==> src/rtl/disp_mode_ctrl_pkg.sv <==
// Shared types and constants for the alarm-clock display mode controller.
// Optional feature macro (used by the top): DISP_AUTO_REPEAT_EN.
package disp_ctrl_pkg;

    typedef enum logic [1:0] {
        TIME     = 2'd0,
        VIEW_ALM = 2'd1,
        EDIT_HH  = 2'd2,
        EDIT_MM  = 2'd3
    } disp_state_e;

    localparam logic [3:0] BLINK_NONE = 4'b0000;
    localparam logic [3:0] BLINK_HH   = 4'b1100;
    localparam logic [3:0] BLINK_MM   = 4'b0011;

    localparam int unsigned TIMEOUT_S_DEF    = 10;
    localparam int unsigned REPEAT_DLY_S_DEF = 2;

    function automatic disp_state_e next_mode(input disp_state_e s);
        case (s)
            TIME:     return VIEW_ALM;
            VIEW_ALM: return EDIT_HH;
            EDIT_HH:  return EDIT_MM;
            EDIT_MM:  return TIME;
            default:  return TIME;
        endcase
    endfunction

endpackage

==> src/rtl/disp_mode_ctrl_if.sv <==
// Button/tick inputs and display-control outputs of disp_mode_ctrl.
// master drives buttons and tick; slave is the controller.
interface disp_mode_ctrl_if;
    logic       tick_1hz;
    logic       btn_mode;
    logic       btn_inc;
    logic       sel;
    logic [1:0] mode;
    logic [3:0] blink_mask;
    logic       inc_hh;
    logic       inc_mm;

    modport master (
        output tick_1hz, btn_mode, btn_inc,
        input  sel, mode, blink_mask, inc_hh, inc_mm
    );

    modport slave (
        input  tick_1hz, btn_mode, btn_inc,
        output sel, mode, blink_mask, inc_hh, inc_mm
    );
endinterface

==> src/rtl/disp_mode_ctrl_btn_rise.sv <==
// Rising-edge detector for one debounced button level.
// The sample register resets to 1 so a button held through reset gives no rise.
module btn_rise (
    input  logic clk,
    input  logic reset_,
    input  logic btn,
    output logic rise
);
    logic prev;

    always_ff @(posedge clk or negedge reset_) begin
        if (!reset_) prev <= 1'b1;
        else         prev <= btn;
    end

    assign rise = btn & ~prev;
endmodule

==> src/rtl/disp_mode_ctrl.sv <==
// Display mode controller: TIME/VIEW_ALM/EDIT_HH/EDIT_MM with idle timeout and blink.
// Define DISP_AUTO_REPEAT_EN to enable btn_inc auto-repeat in the edit states.
module disp_mode_ctrl
    import disp_ctrl_pkg::*;
#(
    parameter int unsigned TIMEOUT_S    = TIMEOUT_S_DEF,
    parameter int unsigned REPEAT_DLY_S = REPEAT_DLY_S_DEF
) (
    input logic            clk,
    input logic            reset_,
    disp_mode_ctrl_if.slave bus
);
    if (TIMEOUT_S < 2 || TIMEOUT_S > 63 || REPEAT_DLY_S < 1 || REPEAT_DLY_S > 15) begin : g_bad_cfg
        $error("disp_mode_ctrl: parameter out of range");
    end

    // Terminal tick fires when the count is one below the limit.
    localparam logic [5:0] IDLE_LAST = 6'(TIMEOUT_S - 1);

    logic        mode_rise;
    logic        inc_rise;
    disp_state_e state, state_nx;
    logic [5:0]  idle_cnt, idle_nx;
    logic        phase, phase_nx;
    logic        sel_q, sel_nx;
    logic [3:0]  mask_q, mask_nx;
    logic        hh_q, hh_nx;
    logic        mm_q, mm_nx;
    logic        in_edit;
    logic        rpt_fire;
    logic        activity;

    btn_rise u_mode_rise (
        .clk    (clk),
        .reset_ (reset_),
        .btn    (bus.btn_mode),
        .rise   (mode_rise)
    );

    btn_rise u_inc_rise (
        .clk    (clk),
        .reset_ (reset_),
        .btn    (bus.btn_inc),
        .rise   (inc_rise)
    );

    assign in_edit = (state == EDIT_HH) || (state == EDIT_MM);

`ifdef DISP_AUTO_REPEAT_EN
    localparam logic [3:0] RPT_DLY = 4'(REPEAT_DLY_S);

    logic [3:0] rpt_cnt, rpt_nx;

    // Counts ticks while held since the rise; saturates once repeating.
    always_comb begin
        rpt_nx   = rpt_cnt;
        rpt_fire = 1'b0;
        if (!in_edit || !bus.btn_inc || inc_rise) begin
            rpt_nx = '0;
        end else if (bus.tick_1hz) begin
            if (rpt_cnt >= RPT_DLY) rpt_fire = 1'b1;
            else                    rpt_nx   = rpt_cnt + 4'd1;
        end
    end

    always_ff @(posedge clk or negedge reset_) begin
        if (!reset_) rpt_cnt <= '0;
        else         rpt_cnt <= rpt_nx;
    end
`else
    assign rpt_fire = 1'b0;
`endif

    assign activity = mode_rise | inc_rise | rpt_fire;

    always_comb begin
        state_nx = state;
        hh_nx    = 1'b0;
        mm_nx    = 1'b0;
        if (mode_rise) begin
            state_nx = next_mode(state);
        end else begin
            if (inc_rise || rpt_fire) begin
                hh_nx = (state == EDIT_HH);
                mm_nx = (state == EDIT_MM);
            end
            if (!activity && bus.tick_1hz && state != TIME && idle_cnt == IDLE_LAST)
                state_nx = TIME;
        end

        if (activity || state_nx == TIME) idle_nx = '0;
        else if (bus.tick_1hz)           idle_nx = idle_cnt + 6'd1;
        else                             idle_nx = idle_cnt;

        if (state_nx != EDIT_HH && state_nx != EDIT_MM) phase_nx = 1'b0;
        else if (bus.tick_1hz && in_edit)               phase_nx = ~phase;
        else                                            phase_nx = phase;

        sel_nx = (state_nx != TIME);
        if (phase_nx && state_nx == EDIT_HH)      mask_nx = BLINK_HH;
        else if (phase_nx && state_nx == EDIT_MM) mask_nx = BLINK_MM;
        else                                      mask_nx = BLINK_NONE;
    end

    always_ff @(posedge clk or negedge reset_) begin
        if (!reset_) begin
            state    <= TIME;
            idle_cnt <= '0;
            phase    <= 1'b0;
            sel_q    <= 1'b0;
            mask_q   <= '0;
            hh_q     <= 1'b0;
            mm_q     <= 1'b0;
        end else begin
            state    <= state_nx;
            idle_cnt <= idle_nx;
            phase    <= phase_nx;
            sel_q    <= sel_nx;
            mask_q   <= mask_nx;
            hh_q     <= hh_nx;
            mm_q     <= mm_nx;
        end
    end

    assign bus.mode       = state;
    assign bus.sel        = sel_q;
    assign bus.blink_mask = mask_q;
    assign bus.inc_hh     = hh_q;
    assign bus.inc_mm     = mm_q;
endmodule

==> src/flat_wrapper.sv <==
// flat-port wrapper written by rule: the top's interface ports become plain ports
module disp_mode_ctrl_flat import disp_ctrl_pkg::*;
#(
    parameter int unsigned TIMEOUT_S    = TIMEOUT_S_DEF,
    parameter int unsigned REPEAT_DLY_S = REPEAT_DLY_S_DEF
)
  (clk, reset_, bus_tick_1hz, bus_btn_mode, bus_btn_inc, bus_sel, bus_mode, bus_blink_mask, bus_inc_hh, bus_inc_mm);
  disp_mode_ctrl_if bus_i ();
  input logic clk;
  input logic reset_;
  input wire logic [$bits(bus_i.tick_1hz)-1:0] bus_tick_1hz;
  input wire logic [$bits(bus_i.btn_mode)-1:0] bus_btn_mode;
  input wire logic [$bits(bus_i.btn_inc)-1:0] bus_btn_inc;
  output wire logic [$bits(bus_i.sel)-1:0] bus_sel;
  output wire logic [$bits(bus_i.mode)-1:0] bus_mode;
  output wire logic [$bits(bus_i.blink_mask)-1:0] bus_blink_mask;
  output wire logic [$bits(bus_i.inc_hh)-1:0] bus_inc_hh;
  output wire logic [$bits(bus_i.inc_mm)-1:0] bus_inc_mm;
  assign bus_i.tick_1hz = bus_tick_1hz;
  assign bus_i.btn_mode = bus_btn_mode;
  assign bus_i.btn_inc = bus_btn_inc;
  assign bus_sel = bus_i.sel;
  assign bus_mode = bus_i.mode;
  assign bus_blink_mask = bus_i.blink_mask;
  assign bus_inc_hh = bus_i.inc_hh;
  assign bus_inc_mm = bus_i.inc_mm;
  disp_mode_ctrl #(.TIMEOUT_S(TIMEOUT_S), .REPEAT_DLY_S(REPEAT_DLY_S)) u_core (.clk(clk), .reset_(reset_), .bus(bus_i));
endmodule
==> config.mk <==
export PLATFORM = sky130hd
export DESIGN_NAME = disp_mode_ctrl_flat
export DESIGN_NICKNAME = d
export VERILOG_FILES = /design/src/rtl/disp_mode_ctrl_pkg.sv /design/src/rtl/disp_mode_ctrl_if.sv /design/src/rtl/disp_mode_ctrl_btn_rise.sv /design/src/rtl/disp_mode_ctrl.sv /design/src/flat_wrapper.sv
export SDC_FILE = /design/constraint.sdc
export NUM_CORES = 1
export LEC_CHECK = 0
export CAP_MARGIN = 20
export CORE_MARGIN = 8
export CORE_UTILIZATION = 49
export CTS_BUF_LIST = sky130_fd_sc_hd__clkbuf_4 sky130_fd_sc_hd__clkbuf_8 sky130_fd_sc_hd__clkbuf_16
export CTS_CLUSTER_DIAMETER = 120
export CTS_CLUSTER_SIZE = 14
export DETAILED_ROUTE_END_ITERATION = 10
export GPL_TIMING_DRIVEN = 0
export HOLD_SLACK_MARGIN = 0.12
export PLACE_DENSITY = 0.75
export SETUP_SLACK_MARGIN = 0.05
export SLEW_MARGIN = 20
export SYNTH_ARGS = -nofsm -noshare
export SYNTH_HDL_FRONTEND = slang
export SYNTH_SLANG_ARGS = --single-unit
==> constraint.sdc <==
create_clock -name clk -period 1.7 [get_ports clk]
set_input_delay 0.34 -clock clk [delete_from_list [all_inputs] [get_ports clk]]
set_output_delay 0.34 -clock clk [all_outputs]
set_load 0.02 [all_outputs]
==> flow_summary.ini, run 1 <==
[layout]
finalNonFillerCells = 101
layout-drive-gt1-share_pct = 28.2
area_growth_pct = 30.0
utilization_pct = 67.7
antenna_cells = 0
final_nets = 96

[pwr]
vdd_drop_max_mv = 0.855
power_frac_seq_pct = 36.6
power_density_mw_per_mm2 = 1430
clkPwrFrac_pct = 17.1
power_mw = 1.44
combPwrFrac_pct = 46.4
switching_share_pct = 37.7
p_sw_mw = 0.544
power.internal_mw = 0.900
leakage_nw = 0.451

[drt]
vias = 556
viasPerCell = 5.50
drt-initial-drc-count = 10
wl_um = 1530
first_pass_iters = 4
drc = 0
ant_nets = 0
wire_per_inst_um = 15.2

[clock_tree]
root_buffer = clkbuf_4
htreeDepth = 1
cts_made_buffers = 3
clockBufferDepth = 2
clock_latency_ns = 0.28
cts_sinks = 16
clkTransAtPathRegs_ns = 0.09
cts_tree = done

[synthesis]
synth_simple_gate_area_share_pct = 21.6
synth_cell_type_count = 27
yosys.area.top_type = dfrtp_1
yosysWarnings = 0
synth_fp_nets = 76
synth_compound_area_share_pct = 5.16
synthXorXnorAreaFrac_pct = 5.65
synth.top_cell.area_share_pct = 45.2
synthCells = 66
avgSynthCellArea_um2 = 11.8
synthTopCellsByArea = dfrtp_1 (45%), ha_1 (8.1%), dfstp_2 (6.8%)
syn-cell-area_um2 = 776
ys_ff_latch = 16
synth_top_family_by_area = simple AND/OR/NAND/NOR gates
synthAdderAreaFrac_pct = 8.06
synthMuxAreaShare_pct = 2.74
yosysSeqAreaShare_pct = 51.9

[floorplanning]
start_util_pct = 52.1
row_count = 14
io_pins = 14
die_x_um = 55.8
coreArea_mm2 = 0.00149
fp.dieArea_mm2 = 0.00311
die_h_um = 55.8

[place]
gp_congestion = 0.778
post-place-cells = 94
io_buffers = 12
hpwl_um = 1070

[sta]
finClkSkew_ns = 0.00474
max-slew-margin-rel_pct = 54.5
fin_crit_ns = 1.68
tightest_slew_ns = 0.680
hold_slack_ns = 0.326
finalCritPeriodShare_pct = 98.9
setup_viol = 0
rsz0062_at_grt = true
fmax_mhz = 595
finalMaxSlewViolations = 0
finalHoldViolations = 0

[global_routing]
top_usage_layer = met2
use_met2_pct = 14.9
grt_pass1_vias = 532
grt_start_max_net_pins = 17
use_met1_pct = 11.7
track_usage_pct = 9.46
use_met3_pct = 4.57
grt-ovfl-total = 0
antenna_found_initial = 0
grt_pass1_wl_um = 2450

[worst_setup_path]
critPathKind = reg2reg
worstPathArrival_ns = 1.83
cp-start-kind = flip-flop
worstPathRequired_ns = 1.85
cp_max_fo = 6
end_kind = flip-flop

[outcome]
status = finished clean

[hold_path]
hp-class = in2reg

[flow_run]
drv_cap = 0
==> through the flow <==
step	setup TNS (ns)	instance area [µm²]	setup slack (ns)
after floorplan	0	781	0.0502
after detailed placement	-0.312	921	-0.152
final	0	1010	0.0190
after global placement	-0.248	921	-0.148
after global routing	-0.206	1010	-0.0443
after CTS	0	952	0.0493
==> cells by family (layout without fill, tap and decap cells) <==
family / after synthesis / count (layout)
simple gates: 25 / 25
flops: 16 / 16
buf+inv: 7 / 26
compound gates: 6 / 6
fa+ha+maj: 5 / 5
xor+xnor: 5 / 5
mux: 2 / 2
==> flip-flops by register name (all words and copies together) (netlist names) <==
name	count
u_core.u_inc_rise.prev	1
u_core.u_mode_rise.prev	1
u_core.bus.sel	1
u_core.bus.inc_hh	1
u_core.bus.mode	2
u_core.idle_cnt	6
u_core.phase	1
u_core.bus.blink_mask	2
u_core.bus.inc_mm	1
==> layer usage <==
layer  routed length (µm)  part of all wire [%]
met4                    0                     0
met3                   99                   6.5
met1                  670                    44
met2                  763                    50
met5                    0                     0
==> worst max-delay path, cell delays in order, from the launching register on <==
cell	delay, ns
dfrtp_2	0.41
inv_2	0.07
ha_4	0.16
or3b_4	0.40
nor4b_4	0.30
buf_6	0.17
nor4b_2	0.05
==> power groups by stage <==
stage	clock [mW]	sequential (mW)	combinational [mW]
6_report	0.246	0.528	0.669
5_1_grt	0.274	0.539	0.740
4_1_cts	0.255	0.541	0.550
3_5_place_dp	0	0.550	0.580
3_3_place_gp	0	0.545	0.567
2_1_floorplan	0	0.613	0.278
==> cell usage in the layout, fill, tap and decap left out, types with 2 or more instances in the layout <==
cell             instances
dfrtp_1                 12
clkdlybuf4s50_1          8
nor2_1                   5
buf_4                    5
xor2_1                   4
nor3_1                   4
ha_1                     4
dlygate4sd2_1            4
inv_1                    3
clkbuf_4                 3
and2_1                   2
nand4_1                  2
nand2_1                  2
dfrtp_2                  2
dfstp_2                  2
==> worst paths after layout <==
| kind | startpoint | endpoint | slack [ns] | depth (start not counted) |
|---|---|---|---|---|
| setup / recovery | u_core.bus.mode[0] | u_core.bus.blink_mask[2] | 0.02 | 6 |
| hold / removal | bus_tick_1hz | u_core.idle_cnt[1] | 0.33 | 2 |
| setup reg to reg | u_core.bus.mode[0] | u_core.bus.blink_mask[2] | 0.02 | 6 |
| hold reg to reg | u_core.idle_cnt[5] | u_core.idle_cnt[5] | 0.58 | 2 |
| max in group asynchronous | reset_ | u_core.bus.mode[0] | 0.76 | 1 |
| min in group asynchronous | reset_ | u_core.idle_cnt[2] | 0.46 | 1 |
==> synthesized netlist by cell type <==
| cell | n |
|---|---|
| ha_1 | 5 |
| or3b_4 | 1 |
| nor4_1 | 1 |
| or3_1 | 1 |
| nor4b_4 | 1 |
| nand4_1 | 2 |
| nand2b_1 | 1 |
| a211oi_1 | 1 |
| nor4b_1 | 1 |
| a2111oi_0 | 1 |
| o21ai_0 | 2 |
| nand2_1 | 2 |
| and2_1 | 2 |
| o221ai_1 | 1 |
| a21oi_1 | 1 |
| nand4bb_1 | 1 |
| dfstp_2 | 2 |
| mux2i_1 | 1 |
| dfrtp_1 | 14 |
| xnor2_1 | 1 |
| mux2_2 | 1 |
| nor3_1 | 5 |
| xor2_1 | 4 |
| buf_4 | 3 |
| nor2_1 | 6 |
| inv_1 | 4 |
| nor2b_4 | 1 |
==> what timing repair did <==
action / in CTS / in global routing
resized for setup: 4 / 7
buffers inserted: 0 / 3
cloned: 0 / 0
pin swaps: 1 / 4
hold buffers: 0 / 0
setup endpoints to repair: 10 / 11
==> area by class of cell <==
| type | count | area [µm²] |
|---|---|---|
| well taps | 16 | 20.0 |
| plain buffers | 3 | 22.5 |
| flip-flops and latches | 16 | 405 |
| repair buffers | 15 | 141 |
| clock buffers | 4 | 36.3 |
| fillers | 116 | 480 |
| multi-input cells | 43 | 368 |
| inverters | 4 | 15.0 |
Power figures use the tool's default switching activity.
==> inputs of run 2 (changes only) <==
--- a/config.mk
+++ b/config.mk
@@ -8,7 +8,6 @@
 export CAP_MARGIN = 20
 export CORE_MARGIN = 8
 export CORE_UTILIZATION = 49
-export CTS_BUF_LIST = sky130_fd_sc_hd__clkbuf_4 sky130_fd_sc_hd__clkbuf_8 sky130_fd_sc_hd__clkbuf_16
 export CTS_CLUSTER_DIAMETER = 120
 export CTS_CLUSTER_SIZE = 14
 export DETAILED_ROUTE_END_ITERATION = 10
==> results of run 2 <==
The final DEF is identical to that of run 1; final timing and power are the same.
==> inputs of run 3 (changes only) <==
--- a/config.mk
+++ b/config.mk
@@ -7,13 +7,13 @@
 export LEC_CHECK = 0
 export CAP_MARGIN = 20
 export CORE_MARGIN = 8
-export CORE_UTILIZATION = 49
+export CORE_UTILIZATION = 53
 export CTS_CLUSTER_DIAMETER = 120
 export CTS_CLUSTER_SIZE = 14
 export DETAILED_ROUTE_END_ITERATION = 10
 export GPL_TIMING_DRIVEN = 0
 export HOLD_SLACK_MARGIN = 0.12
-export PLACE_DENSITY = 0.75
+export PLACE_DENSITY = 0.8
 export SETUP_SLACK_MARGIN = 0.05
 export SLEW_MARGIN = 20
 export SYNTH_ARGS = -nofsm -noshare
==> constraint.sdc (replaced) <==
create_clock -name clk -period 2.1 [get_ports clk]
set_input_delay 0.42 -clock clk [delete_from_list [all_inputs] [get_ports clk]]
set_output_delay 0.42 -clock clk [all_outputs]
set_load 0.02 [all_outputs]
==> run 3 against run 2 <==
Net effect:
- first-iteration DRC count is the same
- hold slack gained 0.068 ns
- highest routed layer is now met4
- combinational power shrank 30%
- largest cell class unchanged
- via count shrank 0.90%
- flip-flop and latch count is the same
- die area shrank 5.4%
- worst setup slack gained 0.25 ns
- final cell count shrank 3.0%
==> flow_summary.ini, run 3 (synthesis results as in run 1) <==
[worst_setup_path]
crit_family = buffers and inverters
critPathLaunch = u_core.bus.mode[1]
worstPathArrival_ns = 1.41
critPathKind = reg2out
end_kind = output port
critPathMaxStageDelay_ns = 0.66
reg2reg_from = u_core.bus.mode[0]
cp_max_fo = 6
worst_path_max_delay_cell = clkdlybuf4s50_1
cp-start-kind = flip-flop
crit_chain = clkdlybuf4s50_1
worstPathRequired_ns = 1.68
cp.buffers_inverters = 1

[drt]
wire_per_inst_um = 15.4
wl_um = 1510
viasPerCell = 5.62
vias = 551
drt-initial-drc-count = 10
ant_nets = 0
first_pass_iters = 4
drc = 0

[sta]
max-slew-margin-rel_pct = 51.2
setup_viol = 0
rsz0062_at_grt = false
finalCritPeriodShare_pct = 87.0
tightest_slew_ns = 0.730
finalMaxSlewViolations = 0
tns_ns = 0
finClkSkew_ns = 0.00505
fin_crit_ns = 1.83
fmax_mhz = 547
finalHoldViolations = 0

[layout]
layout-drive-gt1-share_pct = 14.6
antenna_cells = 0
layout_common_cells = dfrtp_1 (14), clkdlybuf4s50_1 (12), nor2_1 (6), nor3_1 (5), ha_1 (5)
final_nets = 93
regMostFlops = u_core.idle_cnt
utilization_pct = 65.6
largest_register_ff_count = 6
fin_area_um2 = 942
area_growth_pct = 21.5
mostFrequentLayoutCell = dfrtp_1

[pwr]
power_density_mw_per_mm2 = 1140
leakage_nw = 0.417
vdd_drop_max_mv = 0.731
power_mw = 1.07

[floorplanning]
fp.dieArea_mm2 = 0.00294
coreArea_mm2 = 0.00144
io_pins = 14
row_count = 14
start_util_pct = 54.0
die_h_um = 54.3
die_x_um = 54.3

[clock_tree]
cts_made_buffers = 3
htreeDepth = 1
clock_latency_ns = 0.29
clkTransAtPathRegs_ns = 0.09
cts_tree = done
hold_buffers = 0
clockBufferDepth = 2
cts_resized = 0
post-cts-setup-buffers = 0
root_buffer = clkbuf_4
cts_sinks = 16

[place]
dpl_cell_area_um2 = 916
hpwl_um = 1100
io_buffers = 12
gp_congestion = 0.718

[flow_run]
drv_cap = 0

[global_routing]
antenna_found_initial = 0
grt_start_max_net_pins = 17
grt_pass1_vias = 558
track_usage_pct = 11.8
grt_pass1_wl_um = 2600
grt-ovfl-total = 0

[hold_path]
holdCritStartpoint = bus_tick_1hz
hp-class = in2reg

[outcome]
status = finished clean
run 3: changes by cell type in the layout (fill, tap and decap cells not counted), moves of 2 or more:
cell / previous run / this run
buf_4: 5 / 3
clkdlybuf4s50_1: 8 / 12
dfrtp_1: 12 / 14
dfrtp_2: 2 / 0
dlygate4sd2_1: 4 / 0
run 3: worst paths after layout:
check                           cells after the start                       end  slack, ns
worst min-delay path                                2        u_core.idle_cnt[1]       0.39
min in group asynchronous                           1  u_core.bus.blink_mask[2]       0.56
worst min register to register                      2        u_core.idle_cnt[5]       0.59
max in group asynchronous                           1        u_core.idle_cnt[3]       1.08
worst max register to register                      5        u_core.idle_cnt[1]       0.34
worst max-delay path                                1               bus_mode[1]       0.27
run 3: cell type report:
cell class / instances / area, µm²
clock buffer: 4 / 26.3
timing repair buffer: 12 / 120
fill: 120 / 494
tap: 16 / 20.0
sequential: 16 / 403
buffer: 3 / 22.5
inverter: 4 / 15.0
multi-input combinational: 43 / 335
run 3: power breakdown:
group	total (mW)	internal (mW)	leakage, nW	switching [mW]
Combinational	0.471	0.219	0.196	0.251
Clock	0.169	0.0740	0.0150	0.0954
Sequential	0.433	0.377	0.206	0.0562
run 3: layer usage:
layer,up-vias,wire length [µm],track usage [%]
li1,260,-,-
met1,265,678,14.8
met2,21,683,18.7
met3,5,109,2.72
met4,0,34,6.15
met5,-,0,0
run 3: through the flow:
stage	worst slack, ns	instances	hold slack (ns)
after global placement	0.0863	94	0.548
after CTS	0.277	98	0.399
after global routing	0.227	98	0.424
final	0.273	98	0.393
after detailed placement	0.0225	94	0.584
after floorplan	0.373	66	0.124
